**src/rtl/io_timer_irq_m_pkg.sv**
```systemverilog
// Shared definitions for the SM80 timer / interrupt-flag IO block.
package io_defs;

    // IO register addresses owned by this block
    localparam logic [15:0] ADDR_DIV  = 16'hFF04;
    localparam logic [15:0] ADDR_TIMA = 16'hFF05;
    localparam logic [15:0] ADDR_TMA  = 16'hFF06;
    localparam logic [15:0] ADDR_TAC  = 16'hFF07;
    localparam logic [15:0] ADDR_IF   = 16'hFF0F;
    localparam logic [15:0] ADDR_IE   = 16'hFFFF;

    // Interrupt bit positions in IF / IE
    localparam int unsigned IRQ_VBLANK = 0;
    localparam int unsigned IRQ_STAT   = 1;
    localparam int unsigned IRQ_TIMER  = 2;
    localparam int unsigned IRQ_SERIAL = 3;
    localparam int unsigned IRQ_JOYPAD = 4;

    // Ticks spent with TIMA reading 00 between overflow and TMA reload
    localparam logic [2:0] RELOAD_TICKS = 3'd4;

    typedef enum logic {
        T_IDLE,
        T_RELOAD
    } timer_state_t;

    // Timer input: enable gated with the system-counter bit chosen by TAC[1:0]
    function automatic logic timer_input(input logic [15:0] sc, input logic [2:0] tac);
        logic bit_sel;
        case (tac[1:0])
            2'b00:   bit_sel = sc[9];
            2'b01:   bit_sel = sc[3];
            2'b10:   bit_sel = sc[5];
            default: bit_sel = sc[7];
        endcase
        return tac[2] & bit_sel;
    endfunction

endpackage

```
**src/rtl/io_timer_irq_m_timer_core.sv**
```systemverilog
// DIV/TIMA/TMA/TAC timer core: system counter, falling-edge detect and reload FSM.
module timer_core_m
    import io_defs::*;
#(
    parameter logic [15:0] DIV_RESET = 16'h0000
) (
    input  logic       clk,
    input  logic       rst,
    input  logic       tick,
    input  logic       we_div,
    input  logic       we_tima,
    input  logic       we_tma,
    input  logic       we_tac,
    input  logic [7:0] wdata,
    output logic [7:0] div_val,
    output logic [7:0] tima_val,
    output logic [7:0] tma_val,
    output logic [7:0] tac_val,
    output logic       timer_irq
);

    timer_state_t state_q, state_d;
    logic [15:0]  sc_q, sc_d;
    logic         tin_q;
    logic         tin;
    logic         tin_fall;
    logic [7:0]   tima_q, tima_d;
    logic [7:0]   tma_q, tma_d;
    logic [2:0]   tac_q, tac_d;
    logic [2:0]   cnt_q, cnt_d;

    // Timer input and its 1->0 transition against last cycle's value
    always_comb begin
        tin      = timer_input(sc_q, tac_q);
        tin_fall = tin_q & ~tin;
    end

    // Plain register next-state: DIV write clears the counter even without a tick
    always_comb begin
        if (we_div) begin
            sc_d = 16'h0000;
        end else if (tick) begin
            sc_d = sc_q + 16'd1;
        end else begin
            sc_d = sc_q;
        end
        tma_d = we_tma ? wdata : tma_q;
        tac_d = we_tac ? wdata[2:0] : tac_q;
    end

    // Reload FSM next-state; a CPU TIMA write always wins
    always_comb begin
        state_d = state_q;
        cnt_d   = cnt_q;
        tima_d  = tima_q;
        case (state_q)
            T_IDLE: begin
                if (we_tima) begin
                    tima_d = wdata;
                end else if (tin_fall) begin
                    if (tima_q == 8'hFF) begin
                        tima_d  = 8'h00;
                        cnt_d   = RELOAD_TICKS;
                        state_d = T_RELOAD;
                    end else begin
                        tima_d = tima_q + 8'd1;
                    end
                end
            end
            T_RELOAD: begin
                if (we_tima) begin
                    // Cancels the pending reload and its interrupt
                    tima_d  = wdata;
                    cnt_d   = 3'd0;
                    state_d = T_IDLE;
                end else if (tick) begin
                    if (cnt_q == 3'd1) begin
                        // Same-cycle TMA write is picked up here
                        tima_d  = tma_d;
                        cnt_d   = 3'd0;
                        state_d = T_IDLE;
                    end else begin
                        cnt_d = cnt_q - 3'd1;
                    end
                end
            end
            default: begin
                state_d = T_IDLE;
            end
        endcase
    end

    // State and register update; reset aborts any pending reload
    always_ff @(posedge clk) begin
        if (rst) begin
            state_q <= T_IDLE;
            sc_q    <= DIV_RESET;
            tin_q   <= 1'b0;
            tima_q  <= 8'h00;
            tma_q   <= 8'h00;
            tac_q   <= 3'b000;
            cnt_q   <= 3'd0;
        end else begin
            state_q <= state_d;
            sc_q    <= sc_d;
            tin_q   <= tin;
            tima_q  <= tima_d;
            tma_q   <= tma_d;
            tac_q   <= tac_d;
            cnt_q   <= cnt_d;
        end
    end

    // Outputs: reload pulse coincides with the edge that loads TMA
    always_comb begin
        timer_irq = (state_q == T_RELOAD) && tick && (cnt_q == 3'd1) && !we_tima;
        tima_val  = (state_q == T_RELOAD) ? 8'h00 : tima_q;
        div_val   = sc_q[15:8];
        tma_val   = tma_q;
        tac_val   = {5'b11111, tac_q};
    end

endmodule

```
**src/rtl/io_timer_irq_m.sv**
```systemverilog
// Timer + IF/IE register block: address decode, read mux and interrupt flags.
module io_timer_irq_m
    import io_defs::*;
#(
    parameter logic [15:0] DIV_RESET = 16'h0000
) (
    input  logic        clk,
    input  logic        rst,
    input  logic        tick,
    input  logic [15:0] addr,
    input  logic        we,
    input  logic [7:0]  wdata,
    output logic [7:0]  rdata,
    output logic        hit,
    input  logic [4:0]  irq_in,
    output logic [7:0]  reg_IF,
    output logic [7:0]  reg_IE
);

    logic       we_div;
    logic       we_tima;
    logic       we_tma;
    logic       we_tac;
    logic       we_if;
    logic       we_ie;
    logic [7:0] div_val;
    logic [7:0] tima_val;
    logic [7:0] tma_val;
    logic [7:0] tac_val;
    logic       timer_irq;
    logic [4:0] set_vec;
    logic [4:0] if_q, if_d;
    logic [7:0] ie_q, ie_d;

    // Write strobe decode
    always_comb begin
        we_div  = we && (addr == ADDR_DIV);
        we_tima = we && (addr == ADDR_TIMA);
        we_tma  = we && (addr == ADDR_TMA);
        we_tac  = we && (addr == ADDR_TAC);
        we_if   = we && (addr == ADDR_IF);
        we_ie   = we && (addr == ADDR_IE);
    end

    timer_core_m #(
        .DIV_RESET (DIV_RESET)
    ) u_timer_core (
        .clk       (clk),
        .rst       (rst),
        .tick      (tick),
        .we_div    (we_div),
        .we_tima   (we_tima),
        .we_tma    (we_tma),
        .we_tac    (we_tac),
        .wdata     (wdata),
        .div_val   (div_val),
        .tima_val  (tima_val),
        .tma_val   (tma_val),
        .tac_val   (tac_val),
        .timer_irq (timer_irq)
    );

    // Set requests; the external timer bit is replaced by the internal reload pulse
    always_comb begin
        set_vec            = irq_in;
        set_vec[IRQ_TIMER] = timer_irq;
    end

    // Flag next-state: a set request beats a same-cycle clear
    always_comb begin
        if_d = (we_if ? wdata[4:0] : if_q) | set_vec;
        ie_d = we_ie ? wdata : ie_q;
    end

    // IF / IE registers
    always_ff @(posedge clk) begin
        if (rst) begin
            if_q <= 5'b00000;
            ie_q <= 8'h00;
        end else begin
            if_q <= if_d;
            ie_q <= ie_d;
        end
    end

    // CPU-facing register views
    always_comb begin
        reg_IF = {3'b111, if_q};
        reg_IE = ie_q;
    end

    // Zero-latency read mux
    always_comb begin
        rdata = 8'hFF;
        hit   = 1'b1;
        case (addr)
            ADDR_DIV:  rdata = div_val;
            ADDR_TIMA: rdata = tima_val;
            ADDR_TMA:  rdata = tma_val;
            ADDR_TAC:  rdata = tac_val;
            ADDR_IF:   rdata = reg_IF;
            ADDR_IE:   rdata = reg_IE;
            default: begin
                rdata = 8'hFF;
                hit   = 1'b0;
            end
        endcase
    end

endmodule

```
**config.mk**
```make
export PLATFORM = sky130hd
export DESIGN_NAME = io_timer_irq_m
export DESIGN_NICKNAME = d
export VERILOG_FILES = /design/src/rtl/io_timer_irq_m_pkg.sv /design/src/rtl/io_timer_irq_m_timer_core.sv /design/src/rtl/io_timer_irq_m.sv
export SDC_FILE = /design/constraint.sdc
export NUM_CORES = 1
export LEC_CHECK = 0
export ABC_AREA = 1
export CAP_MARGIN = 20
export CORE_MARGIN = 2
export CORE_UTILIZATION = 35
export CTS_CLUSTER_DIAMETER = 30
export DETAILED_ROUTE_END_ITERATION = 16
export REMOVE_ABC_BUFFERS = 1
export SLEW_MARGIN = 20
export SYNTH_ARGS = -nofsm -noshare
export SYNTH_HDL_FRONTEND = slang
export SYNTH_SLANG_ARGS = --single-unit
```
**constraint.sdc**
```tcl
create_clock -name clk -period 2.5 [get_ports clk]
set_clock_uncertainty 0.1 [all_clocks]
set_input_delay 0.5 -clock clk [delete_from_list [all_inputs] [get_ports clk]]
set_output_delay 0.5 -clock clk [all_outputs]
set_load 0.01 [all_outputs]
```
* After elaboration in Yosys (flattened, before gate mapping) *
Cells that the tools add are included.

storage, ports and cells
  bits in registers = 53
  bits in latches = 0
  memory bits (writable) = 0
  bits in read-only memories = 0
  input port bits = 33
  output and inout port bits = 25
  logic and storage cells = 75
  memories kept = 0

operators by class
  $add $sub $neg = 3
  $mul = 0
  div/mod/pow operators = 0
  magnitude comparators = 0
  equality and inequality tests = 16
  shift-type cells = 0
  multiplexer cells = 27
  bitwise gates (word level) = 5
  reductions and logical operators = 15

operators by type and width
  operator                 number
  $eq A16 B16 Y1 const B   6
  $mux W8                  8
  $pmux W8 S6              1
  $mux W3                  6
  $add A16 B1 Y16 const B  1
  $pmux W8 S2              1
  $logic_and A1 B1 Y1      9
  $add A8 B1 Y8 const B    1
  $eq A8 B8 Y1 const B     1
  $mux W1                  7
  $ne A3 B2 Y1 const B     2
  $pmux W3 S2              1
  $reduce_or A6 Y1         1
  $mux W5                  1
  $or A5 B5 Y5             1
  $ne A2 B1 Y1 const B     2
  $reduce_and A4 Y1        1
  $eq A3 B1 Y1 const B     1
  $ne A3 B1 Y1 const B     1
  $pmux W1 S3              1
  $reduce_and A3 Y1        1
  $sub A3 B1 Y3 const B    1
  $and A1 B1 Y1            2
  $eq A2 B1 Y1 const B     1
  other kinds (7)          8

* Depth between registers and ports, before layout *
  depth after elaboration = 8
  mapped depth = 13
  depth with buffers taken out = 12

* Cells and area by module *
From an unflattened synthesis, not the netlist that was laid out.

second synthesis, totals
  cell total of the unflattened synthesis = 556
  area total of the unflattened synthesis = 3672.3 µm²

modules (own cells, without submodules)
  module          instances  cells an instance  area each (µm²)  seq. area each (µm²)
  timer_core_m    1          331                2292.2           800.8
  io_timer_irq_m  1          225                1380.1           260.2

* Worst setup path after synthesis *
No wires, ideal clock.

  path type = in2out
  from = in addr[9]
  to = out rdata[7]
  data arrival time = 1.591 ns
  data required time = 1.900 ns
  slack = 0.309 ns
  stages on the path = 8
  path buffers = 1
  path through = nand2_1 -> nor2_1 -> nand2_1 -> nor2_2 -> buf_6 -> nand3_1 -> nand4_2 -> o2111ai_1

between the ends
  cells in the longest elaborated chain, start to end = 2
  elaborated cells between the ends (all ways) = 7
  classes of those cells = eq/ne: 6; mux: 1

RTL lines
  item             line                  text
  start, declared  io_timer_irq_m.sv:10  input logic [15:0] addr,
  $eq A16 B16 Y1   io_timer_irq_m.sv:96  case (addr)
  $pmux W8 S6 (*)  io_timer_irq_m.sv:96
  end, declared    io_timer_irq_m.sv:13  output logic [7:0] rdata,

Every way passes the cells marked *; elsewhere a longest branch is shown, timed or not.

* Final worst setup path *
  from = in addr[0]
  to = out rdata[0]

The elaborated chain is that of the path after synthesis.

==> results.ini <==
[status]
status=finished clean

[timing]
fin_setup_tns_ns=0
finalSetupViolations=0
period_share_pct=97.0
maxSlewViolCount=0
min_period_ns=2.42
rsz0062_at_grt=true
hold_viol_final=0
hold_ws_ns=0.394
fmax_mhz=412

[global_route]
grt.total_usage_pct=19.8
grt_pass1_vias=3349
grt_max_degree=17
gr-total-overflow=0
grt_pass1_wl_microns=16100
antenna_found_initial=0

[setup_path]
rrSetupSlack_ns=0.70
crit_type=primary input to primary output
crit_path_end_kind=primary output
rr_worst_depth=8
worst_path_max_delay_cell=dlygate4sd2_1
required_ns=1.90
worstReg2RegEnd=u_timer_core.tima_q[7]
critPathArrivalTime_ns=1.82
cpMostUsedCell=nand3_1
worstPathMaxFanout=5
r2r_start=u_timer_core.state_q
max_stage_delay_ns=0.24
start_kind=primary input
crit_chain=dlygate4sd2_1 > nand2_2 > inv_2 > nand3_2 > nor2_4 > buf_4 > nand3_1 > o21ai_1 > a21oi_1 > nand3_1 > buf_2
cp-startpoint=addr[0]

[die]
rows=35
io-pin-count=58
fp.dieW_microns=102
die_h_microns=102
initial_core_util_pct=36.1
core_region_area_sq_mm=0.00924
dieArea_sq_mm=0.0103

[yosys]
yosysUniqueCellTypes=43
synthCells=503
ys_seq_elements=53
synth.yosys.seq_area_share_pct=31.8
synth_top_cell_by_area=dfxtp_1
synth_compound_area_share_pct=15.0
yosys_most_used_dff=dfxtp_1
synth_fa_ha_area_share_pct=1.50
synth.most_common_cell=nand2_1
ys_warn_count=0
syn_area_per_cell_sq_um=6.63
netlist_top_cells_count=nand2_1 (116), inv_1 (78), dfxtp_1 (53), nor2_1 (51)
synthDominantCellAreaShare_pct=31.8
synthArstFlopShare_pct=0
synthMuxAreaShare_pct=0
synthSimpleGateAreaFrac_pct=37.0
synth_edf_count=0
syn-cell-area_sq_mm=0.00334
synth_top_family_by_area=simple AND/OR/NAND/NOR gates
synth-xor-area-share_pct=2.10
synthTopCellsByArea=dfxtp_1 (32%), nand2_1 (13%), inv_1 (8.8%)

[hold_path]
hp-class=flop to flop
holdPathStages=2
min_to=u_timer_core.sc_q[1]
hp-start=u_timer_core.sc_q[1]

[detailed_routing]
drt_iter0_markers=236
wl_microns=9810
met2WireLength_microns=4550
dr.max_layer_used=met4
ant_nets=0
viasPerCell=4.80
drc=0
route.met3.wl_microns=460
wl_met1_microns=4660
wl_per_cell_microns=13.5
num_vias=3487
dr.pass1.iters=5

[clock_network]
numCtsBuffers=5
hold_buffers=0
htreeDepth=2
clk_pin_slew_ns=0.11
clk_latency_ns=0.31
cts_root_buf=clkbuf_8
cts.path.max_buffers=2
cts_tree=yes
clock-sinks=53

[layout]
final_layout_size_suffix_gt1_share_pct=21.6
fillerInstances=957
nNetsFinal=633
multi_input_area_sq_mm=0.00196
antenna_cells=0
area.growth.synth_to_final_pct=31.9
seq_area_sq_mm=0.00106

[flow_run]
maxCapViolCount=0

[power]
power.density_mw_per_mm2=374
leakage_uw=0.00191
ir_drop_uv=246

[placement]
hpwl_microns=7510
gp_congestion=0.873
io_buffer_count=53

-- per-layer routing --
layer / up-vias / track usage (%)
li1: 1796 / -
met1: 1577 / 26.9
met2: 98 / 33.4
met3: 16 / 2.90
met4: 0 / 4.26
met5: - / 0
-- cell type report --
cell class	count	share of cell area [%]
Clock buffer	6	1.88
Sequential cell	53	24.1
Clock inverter	2	0.853
Tap cell	129	3.67
Inverter	82	7.05
Timing Repair Buffer	97	17.8
Multi-Input combinational cell	357	44.6
-- flip-flops by register name, indices dropped and copies added (netlist names) --
signal and count:
u_timer_core.tin_q 1, u_timer_core.tima_q 8, u_timer_core.tac_q 3, u_timer_core.state_q 1
reg_IE 8, u_timer_core.tma_val 8, u_timer_core.sc_q 16, if_q 5
u_timer_core.cnt_q 3
-- critical path: cells and delay by family --
kind                   cells  cell delay (ns)
buffers and inverters      4             0.63
and+or+nand+nor            5             0.53
AOI/OAI and AO/OA          2             0.15
-- placed cells by master, fill, tap and decap left out, drive strengths merged --
cell type,Yosys,layout
xor2,7,7
nor3b,3,3
nor4,1,1
or2,2,2
o22ai,4,4
nor2,60,60
nor2b,1,1
o2111ai,1,1
xnor2,1,1
nand3,38,38
clkinvlp,0,1
clkdlybuf4s15,0,1
nand3b,7,7
inv,82,82
bufinv,0,1
o21bai,2,2
ha,4,4
dlygate4sd2,0,2
nand2,124,124
buf,11,53
dfxtp,53,53
nand4,13,14
o21ai,36,36
a21oi,38,38
clkdlybuf4s50,0,28
nor3,6,6
o21a,1,1
conb,1,3
clkbuf,3,19
o211ai,4,4
-- cells by family after synthesis --
kind of cell | Yosys count
DFF | 53
other | 1
xor gates and xnor gates | 8
buffers and inverters | 96
and+or+nand+nor | 255
AOI/OAI and AO/OA | 86
adders and majority gates | 4
-- report_power, final --
part,switching [uW],internal [uW]
clock network,304,326
logic,83.5,73.8
registers,7.05,851
total,394,1250
-- worst max path at each step --
| stage | endpoint | cells past startpoint |
|---|---|---|
| finish | rdata[0] | 11 |
| global route | rdata[0] | 11 |
| CTS | rdata[0] | 13 |
| detailed placement | rdata[0] | 13 |
| global placement | rdata[0] | 13 |
| floorplan | rdata[7] | 7 |
-- per-stage QoR --
step	worst slack (ns)	utilization [%]	cells	power [uW]	area [sq um]
after floorplan	0.124	-	491	927	3240
after global placement	-0.696	45.7	709	1040	4220
after detailed placement	-0.713	45.7	709	1040	4220
after CTS	0.00293	47.8	725	1660	4420
after global routing	-0.0145	47.6	726	1710	4400
final	0.0753	47.6	726	1650	4400
-- timing repair --
item,in CTS,in global routing
setup endpoints to repair,9,9
cloned,1,0
buffers inserted,7,1
pin swaps,18,17
gates resized for setup,80,29
(Power assumes the default switching activity.)
